**src/rtl/router_1xn_core_pkg.sv**
```systemverilog
// Shared types and helpers for the 1-to-N packet router: FSM state
// encoding, address-width sizing and header field extraction.
package router_pkg;

    typedef enum logic [1:0] {
        IDLE   = 2'd0,
        WR_HDR = 2'd1,
        LOAD   = 2'd2,
        DROP   = 2'd3
    } state_t;

    // Widest header word the field helpers accept; WIDTH must not exceed it.
    localparam int HDR_MAX_W = 64;

    // Address field width: enough bits to name every port, never zero.
    function automatic int addr_w(input int num_ports);
        return (num_ports <= 2) ? 1 : $clog2(num_ports);
    endfunction

    // Destination address lives in the low aw bits of the header.
    function automatic logic [HDR_MAX_W-1:0] hdr_addr(input logic [HDR_MAX_W-1:0] hdr,
                                                      input int aw);
        return hdr & ((64'd1 << aw) - 64'd1);
    endfunction

    // Payload length occupies the header bits above the address field.
    function automatic logic [HDR_MAX_W-1:0] hdr_len(input logic [HDR_MAX_W-1:0] hdr,
                                                     input int aw,
                                                     input int width);
        return (hdr >> aw) & ((64'd1 << (width - aw)) - 64'd1);
    endfunction

endpackage

```
**src/rtl/router_1xn_core_if.sv**
```systemverilog
// Source/destination bus of the router: framed source words with a stall
// back to the driver, and per-destination read request / valid / data.
interface router_1xn_core_if #(
    parameter int WIDTH     = 8,
    parameter int NUM_PORTS = 3
);
    logic                       pkt_valid;
    logic [WIDTH-1:0]           data_in;
    logic                       busy;
    logic                       error;
    logic [NUM_PORTS-1:0]       read_enb;
    logic [NUM_PORTS-1:0]       vld_out;
    logic [NUM_PORTS*WIDTH-1:0] data_out;

    // Environment side: drives packets and read requests.
    modport master (
        output pkt_valid, data_in, read_enb,
        input  busy, error, vld_out, data_out
    );

    // Router side.
    modport slave (
        input  pkt_valid, data_in, read_enb,
        output busy, error, vld_out, data_out
    );
endinterface

```
**src/rtl/router_1xn_core_fifo.sv**
```systemverilog
// One destination FIFO of the router with a registered read port and an
// idle-destination timeout that flushes the whole FIFO when it expires.
module router_fifo
    import router_pkg::*;
#(
    parameter int WIDTH      = 8,
    parameter int FIFO_DEPTH = 16,
    parameter int TIMEOUT    = 30
) (
    input  logic             clock,
    input  logic             reset_n,
    input  logic             i_wr,
    input  logic [WIDTH-1:0] i_din,
    input  logic             i_rd,
    output logic             o_full,
    output logic             o_empty,
    output logic             o_flush,
    output logic [WIDTH-1:0] o_dout
);
    localparam int PTR_W = (FIFO_DEPTH > 1) ? $clog2(FIFO_DEPTH) : 1;
    localparam int CNT_W = PTR_W + 1;
    localparam int TMO_W = $clog2(TIMEOUT + 1);

    logic [WIDTH-1:0] r_mem [FIFO_DEPTH];
    logic [PTR_W-1:0] r_wr_ptr;
    logic [PTR_W-1:0] r_rd_ptr;
    logic [CNT_W-1:0] r_count;
    logic [TMO_W-1:0] r_tmo;
    logic [WIDTH-1:0] r_dout;

    logic w_empty;
    logic w_full;
    logic w_flush;
    logic w_do_wr;
    logic w_do_rd;

    assign w_empty = (r_count == '0);
    assign w_full  = (r_count == CNT_W'(FIFO_DEPTH));
    // The timer reaches TIMEOUT on this edge, so the flush lands on it too
    // and vld_out drops on the following cycle.
    assign w_flush = !w_empty && !i_rd && (r_tmo == TMO_W'(TIMEOUT - 1));
    assign w_do_rd = i_rd && !w_empty;
    // A flush discards everything, including a word arriving on the same edge.
    assign w_do_wr = i_wr && !w_full && !w_flush;

    assign o_full  = w_full;
    assign o_empty = w_empty;
    assign o_flush = w_flush;
    assign o_dout  = r_dout;

    // Storage array: written only, no reset needed.
    always_ff @(posedge clock) begin
        if (w_do_wr) begin
            r_mem[r_wr_ptr] <= i_din;
        end
    end

    // Pointers, occupancy, read register and idle timer.
    always_ff @(posedge clock or negedge reset_n) begin
        if (!reset_n) begin
            r_wr_ptr <= '0;
            r_rd_ptr <= '0;
            r_count  <= '0;
            r_tmo    <= '0;
            r_dout   <= '0;
        end else if (w_flush) begin
            r_wr_ptr <= '0;
            r_rd_ptr <= '0;
            r_count  <= '0;
            r_tmo    <= '0;
        end else begin
            if (w_do_wr) begin
                r_wr_ptr <= r_wr_ptr + PTR_W'(1);
            end
            if (w_do_rd) begin
                r_rd_ptr <= r_rd_ptr + PTR_W'(1);
                r_dout   <= r_mem[r_rd_ptr];
            end
            case ({w_do_wr, w_do_rd})
                2'b10:   r_count <= r_count + CNT_W'(1);
                2'b01:   r_count <= r_count - CNT_W'(1);
                default: r_count <= r_count;
            endcase
            if (w_empty || i_rd) begin
                r_tmo <= '0;
            end else begin
                r_tmo <= r_tmo + TMO_W'(1);
            end
        end
    end

endmodule

```
**src/rtl/router_1xn_core.sv**
```systemverilog
// 1-to-N packet router: parses header/payload/parity frames from a single
// source, steers each frame into the addressed destination FIFO, checks
// parity and reports bad address, truncation and timeout flushes.
module router_1xn_core
    import router_pkg::*;
#(
    parameter int WIDTH      = 8,
    parameter int NUM_PORTS  = 3,
    parameter int FIFO_DEPTH = 16,
    parameter int TIMEOUT    = 30
) (
    input  logic             clock,
    input  logic             reset_n,
    router_1xn_core_if.slave bus
);
    localparam int ADDR_W = addr_w(NUM_PORTS);
    localparam int LEN_W  = WIDTH - ADDR_W;

    state_t           r_state;
    logic [ADDR_W-1:0] r_addr;
    logic [LEN_W-1:0]  r_len;
    logic [LEN_W-1:0]  r_cnt;
    logic              r_error;
    logic [WIDTH-1:0]  r_hdr;
    logic [WIDTH-1:0]  r_parity;

    logic [NUM_PORTS-1:0] w_full;
    logic [NUM_PORTS-1:0] w_flush;
    logic [NUM_PORTS-1:0] w_wr;
    logic                 w_full_tgt;
    logic                 w_flush_tgt;
    logic                 w_busy;
    logic                 w_wr_en;
    logic [WIDTH-1:0]     w_wr_data;
    logic [ADDR_W-1:0]    w_hdr_addr;
    logic [LEN_W-1:0]     w_hdr_len;
    logic                 w_addr_bad;
    logic                 w_accept;

    assign w_hdr_addr = ADDR_W'(hdr_addr(HDR_MAX_W'(bus.data_in), ADDR_W));
    assign w_hdr_len  = LEN_W'(hdr_len(HDR_MAX_W'(bus.data_in), ADDR_W, WIDTH));
    assign w_addr_bad = (int'(w_hdr_addr) >= NUM_PORTS);

    // Flags of the FIFO currently being filled.
    always_comb begin
        w_full_tgt  = 1'b0;
        w_flush_tgt = 1'b0;
        for (int i = 0; i < NUM_PORTS; i++) begin
            if (r_addr == ADDR_W'(i)) begin
                w_full_tgt  = w_full[i];
                w_flush_tgt = w_flush[i];
            end
        end
    end

    // Stall and write strobe depend only on state and FIFO flags, never on data_in.
    always_comb begin
        w_busy    = 1'b0;
        w_wr_en   = 1'b0;
        w_wr_data = bus.data_in;
        case (r_state)
            WR_HDR: begin
                w_busy    = 1'b1;
                w_wr_en   = !w_full_tgt;
                w_wr_data = r_hdr;
            end
            LOAD: begin
                w_busy  = w_full_tgt;
                w_wr_en = bus.pkt_valid && !w_full_tgt;
            end
            default: begin
                w_busy  = 1'b0;
                w_wr_en = 1'b0;
            end
        endcase
    end

    assign w_accept = (r_state == LOAD) && bus.pkt_valid && !w_full_tgt && !w_flush_tgt;

    // Packet framing FSM with registered error pulse.
    always_ff @(posedge clock or negedge reset_n) begin
        if (!reset_n) begin
            r_state <= IDLE;
            r_addr  <= '0;
            r_len   <= '0;
            r_cnt   <= '0;
            r_error <= 1'b0;
        end else begin
            r_error <= 1'b0;
            case (r_state)
                IDLE: begin
                    if (bus.pkt_valid) begin
                        r_addr <= w_hdr_addr;
                        r_len  <= w_hdr_len;
                        r_cnt  <= '0;
                        if (w_addr_bad) begin
                            r_state <= DROP;
                            r_error <= 1'b1;
                        end else begin
                            r_state <= WR_HDR;
                        end
                    end
                end
                WR_HDR: begin
                    if (w_flush_tgt) begin
                        r_state <= DROP;
                        r_error <= 1'b1;
                    end else if (!w_full_tgt) begin
                        r_state <= LOAD;
                    end
                end
                LOAD: begin
                    if (w_flush_tgt) begin
                        r_state <= DROP;
                        r_error <= 1'b1;
                    end else if (!bus.pkt_valid) begin
                        r_state <= IDLE;
                        r_error <= 1'b1;
                    end else if (!w_full_tgt) begin
                        if (r_cnt == r_len) begin
                            r_state <= IDLE;
                            r_error <= (bus.data_in != r_parity);
                        end else begin
                            r_cnt <= r_cnt + LEN_W'(1);
                        end
                    end
                end
                DROP: begin
                    if (!bus.pkt_valid) begin
                        r_state <= IDLE;
                    end
                end
                default: r_state <= IDLE;
            endcase
        end
    end

    // Header copy and running parity; always reloaded before use, so no reset.
    always_ff @(posedge clock) begin
        if ((r_state == IDLE) && bus.pkt_valid) begin
            r_hdr    <= bus.data_in;
            r_parity <= bus.data_in;
        end else if (w_accept && (r_cnt != r_len)) begin
            r_parity <= r_parity ^ bus.data_in;
        end
    end

    for (genvar g = 0; g < NUM_PORTS; g++) begin : g_port
        logic w_empty;

        assign w_wr[g]         = w_wr_en && (r_addr == ADDR_W'(g));
        assign bus.vld_out[g]  = !w_empty;

        router_fifo #(
            .WIDTH      (WIDTH),
            .FIFO_DEPTH (FIFO_DEPTH),
            .TIMEOUT    (TIMEOUT)
        ) u_fifo (
            .clock   (clock),
            .reset_n (reset_n),
            .i_wr    (w_wr[g]),
            .i_din   (w_wr_data),
            .i_rd    (bus.read_enb[g]),
            .o_full  (w_full[g]),
            .o_empty (w_empty),
            .o_flush (w_flush[g]),
            .o_dout  (bus.data_out[g*WIDTH +: WIDTH])
        );
    end

    assign bus.busy  = w_busy;
    assign bus.error = r_error;

endmodule

```
**src/flat_wrapper.sv**
```systemverilog
// flat-port wrapper written by rule: the top's interface ports become plain ports
module router_1xn_core_flat import router_pkg::*;
#(
    parameter int WIDTH      = 8,
    parameter int NUM_PORTS  = 3,
    parameter int FIFO_DEPTH = 16,
    parameter int TIMEOUT    = 30
)
  (clock, reset_n, bus_pkt_valid, bus_data_in, bus_read_enb, bus_busy, bus_error, bus_vld_out, bus_data_out);
  router_1xn_core_if #(.WIDTH(WIDTH), .NUM_PORTS(NUM_PORTS)) bus_i ();
  input  logic clock;
  input  logic reset_n;
  input wire logic [$bits(bus_i.pkt_valid)-1:0] bus_pkt_valid;
  input wire logic [$bits(bus_i.data_in)-1:0] bus_data_in;
  input wire logic [$bits(bus_i.read_enb)-1:0] bus_read_enb;
  output wire logic [$bits(bus_i.busy)-1:0] bus_busy;
  output wire logic [$bits(bus_i.error)-1:0] bus_error;
  output wire logic [$bits(bus_i.vld_out)-1:0] bus_vld_out;
  output wire logic [$bits(bus_i.data_out)-1:0] bus_data_out;
  assign bus_i.pkt_valid = bus_pkt_valid;
  assign bus_i.data_in = bus_data_in;
  assign bus_i.read_enb = bus_read_enb;
  assign bus_busy = bus_i.busy;
  assign bus_error = bus_i.error;
  assign bus_vld_out = bus_i.vld_out;
  assign bus_data_out = bus_i.data_out;
  router_1xn_core #(.WIDTH(WIDTH), .NUM_PORTS(NUM_PORTS), .FIFO_DEPTH(FIFO_DEPTH), .TIMEOUT(TIMEOUT)) u_core (.clock(clock), .reset_n(reset_n), .bus(bus_i));
endmodule
```
**config.mk**
```make
export PLATFORM = sky130hd
export DESIGN_NAME = router_1xn_core_flat
export DESIGN_NICKNAME = d
export VERILOG_FILES = /design/src/rtl/router_1xn_core_pkg.sv /design/src/rtl/router_1xn_core_if.sv /design/src/rtl/router_1xn_core_fifo.sv /design/src/rtl/router_1xn_core.sv /design/src/flat_wrapper.sv
export SDC_FILE = /design/constraint.sdc
export NUM_CORES = 1
export LEC_CHECK = 0
export BUFFER_PORTS_ARGS = -buffer_cell sky130_fd_sc_hd__buf_2
export CAP_MARGIN = 10
export CORE_MARGIN = 2
export CORE_UTILIZATION = 50
export CTS_CLUSTER_SIZE = 20
export DETAILED_ROUTE_END_ITERATION = 7
export PLACE_DENSITY = 0.69
export SLEW_MARGIN = 20
export SYNTH_ARGS = -nofsm -noshare
export SYNTH_HDL_FRONTEND = slang
export SYNTH_SLANG_ARGS = --single-unit
```
**constraint.sdc**
```tcl
create_clock -name clock -period 7.75 [get_ports clock]
set_clock_uncertainty 0.1 [all_clocks]
set_input_delay 0.775 -clock clock [delete_from_list [all_inputs] [get_ports clock]]
set_output_delay 0.775 -clock clock [all_outputs]
set_load 0.05 [all_outputs]
```
==> reports/summary.txt <==
I/O pin cnt -> 43
Synthesized area per cell -> 17.00 um^2
Hold Path Class -> register to register
Crit path max fanout -> 13
Post-DRT Antenna Nets -> 0
Layout cells sized above 1 -> 22.94%
Yosys top cell by area -> edfxtp_1
CP Buf/Inv Count -> 1
Post-cts resize count -> 0
Most common cell after layout, fill and taps aside -> edfxtp_1
Crit path DAT -> 4470 ps
Area growth, synth to finish -> 12.32%
Seq cells post-synth -> 495
Post-synth cell types -> 61
Pwr Density -> 371.2 mW/mm^2
RSZ-0062 raised after global routing -> no
Routed len/inst -> 22.78 um
Initial antenna violation count -> 3
Post-synth EDFFs -> 400
FMAX -> 244.9 MHz
Synth top area share -> 58.14%
Initial Util -> 50.59%
Fin util -> 56.83%
Post-synth ARST share -> 19.19%
Ys Warns -> 0
Port Buffers -> 42
Leakage power -> 0.008145 uW
TritonCTS buffer count -> 49
Gr usage total -> 19.96%
Final WL -> 42.33 mm
Post-synthesis cell count -> 1,215
Worst rel slew slack -> 26.37%
Die width -> 207.3 um
Max-cap violations -> 0
CP max-delay cell -> a211oi_1
Post-Syn Area -> 0.02066 mm^2
Kind of end point of the critical path -> register
Die H -> 207.3 um
Vias per cell -> 5.815
GPL Wtd Cong -> 0.7936
Sequential share of the synthesized area -> 69.65%
Net Count, Synth -> 1,262
CTS tree -> yes
Fin crit period -> 4083 ps
Worst endpoint required time -> 8140 ps
Drt first pass iters -> 5
CTS max path bufs -> 3
Main synth FF type -> edfxtp_1
DR DRC count -> 0
Clock Sinks -> 495
Most frequent cells in the layout -> edfxtp_1 (400), nand2_1 (127), mux4_2 (120)
Worst-path cell chain -> inv_1 > ha_1 > a21oi_1 > a211oi_1 > nor2_1 > xor2_1 > ha_1 > o31a_1 > nor3_1 > nand2_1 > a21oi_1 > a31oi_1 > a211oi_1
Setup crit start kind -> register
Crit path largest cell delay -> 860 ps
Clk pin slew, worst setup/hold paths -> 60 ps
# nets final -> 1,333
Row count -> 74
Setup Viol. Count Final -> 0
Vias in the first global route -> 10,960
Total number of vias -> 10,810
Final Hold Vio Count -> 0
Worst-Skew Late Latency -> 580 ps
Accumulated negative setup slack -> 0 ps
CP top delay family -> compound AO/OA/AOI/OAI gates
Number of DRC markers in iteration 0 -> 1,111
Clk Tree Root Cell -> clkbuf_16
Maximum VDD drop -> 0.1687 mV
Largest cells by area after synthesis -> edfxtp_1 (58%), mux4_2 (13%), dfrtp_1 (12%), nand2_1 (2.3%), ha_1 (2.0%)
Core footprint -> 0.04083 mm^2
Largest net degree at the start of global routing -> 77
Dpl hpwl -> 25.83 mm
Gr ovfl total -> 0
Fin crit share -> 52.68%
Status -> finished clean
Max Slew Vio Count -> 0
First-pass GRT wire length -> 65.26 mm
WS Path Type -> register to register
H-tree levels -> 2
Die area -> 0.04296 mm^2
Worst-Margin Slew -> 1104 ps
## where the power goes
group	switching (uW)	total, uW	internal (uW)
logic	1450	2510	1060
registers	400	3740	3340
clock network	992	2360	1370
## flip-flops by register name (all words and copies together) (netlist names)
register / flops
u_core.bus.error: 1
u_core.g_port.u_fifo.o_dout: 24
u_core.g_port.u_fifo.r_count: 15
u_core.g_port.u_fifo.r_mem: 384
u_core.g_port.u_fifo.r_rd_ptr: 12
u_core.g_port.u_fifo.r_tmo: 15
u_core.g_port.u_fifo.r_wr_ptr: 12
u_core.r_addr: 2
u_core.r_cnt: 6
u_core.r_hdr: 8
u_core.r_len: 6
u_core.r_parity: 8
u_core.r_state: 2
## cells by family after synthesis
family	count (synthesis)	synth area share, %
AO/OA/AOI/OAI	103	3.380
XOR/XNOR	53	2.247
adder cells (fa/ha/maj)	33	1.999
buffers and inverters	90	1.732
flip-flops	495	69.65
multiplexers	144	14.36
AND/OR/NAND/NOR	297	6.632
## tightest hold or removal path: stages (launching register included)
cell and delay (ps):
dfrtp_1 340, nand2_1 50, nand2_1 50
## repair_timing
action / 4_1_cts / 5_1_grt
hold endpoints to repair: 19 / 0
buffers inserted: 0 / 0
hold buffers: 1 / 0
## layout make-up
type                            instances  area, um^2
Fill cell                            3064       17630
Sequential cell                       495       14400
Multi-Input combinational cell        630        5948
Clock buffer                           58        1270
Tap cell                              532       665.6
Timing Repair Buffer                   73       464.2
Clock inverter                         32       319.1
Inverter                               37       138.9
Antenna cell                            1       2.502
## synthesized netlist by cell type, drive strengths merged, types with 2 or more instances
master and n:
edfxtp 400, nand2 128, mux4 120, dfrtp 95, nor2 64, inv 37, clkbuf 36, ha 33
o21ai 32, xor2 31, nor3 24, xnor2 22, nand3 21, a21oi 20, mux2 19, buf 17
and2 13, nand4 13, nor4 13, a211oi 7, mux2i 5, a22o 4, a22oi 4, a31o 4
a31oi 4, nor2b 4, o211ai 4, or4 4, and3 3, and4 3, o2111ai 3, a211o 2
a21o 2, a221o 2, a32o 2, a32oi 2, nand3b 2, o21bai 2, o22ai 2, or3 2
## worst paths after layout
path	start	slack (ps)	endpoint	cells after the start
worst max-delay path	u_core.r_state[1]$_DFFE_PN0P_	3670	u_core.g_port[2].u_fifo.r_count[4]$_DFFE_PN0P_	13
worst min-delay path	u_core.g_port[0].u_fifo.o_dout[4]$_DFFE_PN0P_	370	u_core.g_port[0].u_fifo.o_dout[4]$_DFFE_PN0P_	2
worst max register to register	u_core.r_state[1]$_DFFE_PN0P_	3670	u_core.g_port[2].u_fifo.r_count[4]$_DFFE_PN0P_	13
worst min register to register	u_core.g_port[0].u_fifo.o_dout[4]$_DFFE_PN0P_	370	u_core.g_port[0].u_fifo.o_dout[4]$_DFFE_PN0P_	2
max in group asynchronous	reset_n	5930	u_core.g_port[1].u_fifo.r_rd_ptr[0]$_DFFE_PN0P_	3
min in group asynchronous	reset_n	540	u_core.g_port[2].u_fifo.o_dout[0]$_DFFE_PN0P_	2
## per-stage QoR
| step | power, uW | setup slack (ps) | std cells | hold slack, ps | instance area [um^2] |
|---|---|---|---|---|---|
| after floorplan | 5580 | 4558 | 1215 | 360.6 | 20660 |
| after global placement | 6248 | 3895 | 1765 | 354.5 | 21540 |
| after detailed placement | 6314 | 3747 | 1765 | 356.3 | 21550 |
| after CTS | 8674 | 3763 | 1856 | 357.0 | 23150 |
| after global routing | 9024 | 3250 | 1857 | 357.8 | 23200 |
| final | 8613 | 3667 | 1858 | 366.3 | 23200 |
## per-layer routing
metal  wire (um)  GRT usage [%]  share of wire (%)
met5           0              0                  0
met4         903          5.222                2.1
met3        2353          3.707                5.6
met2       20900          32.57                 49
met1       18170          28.01                 43
(Power assumes the default switching activity.)
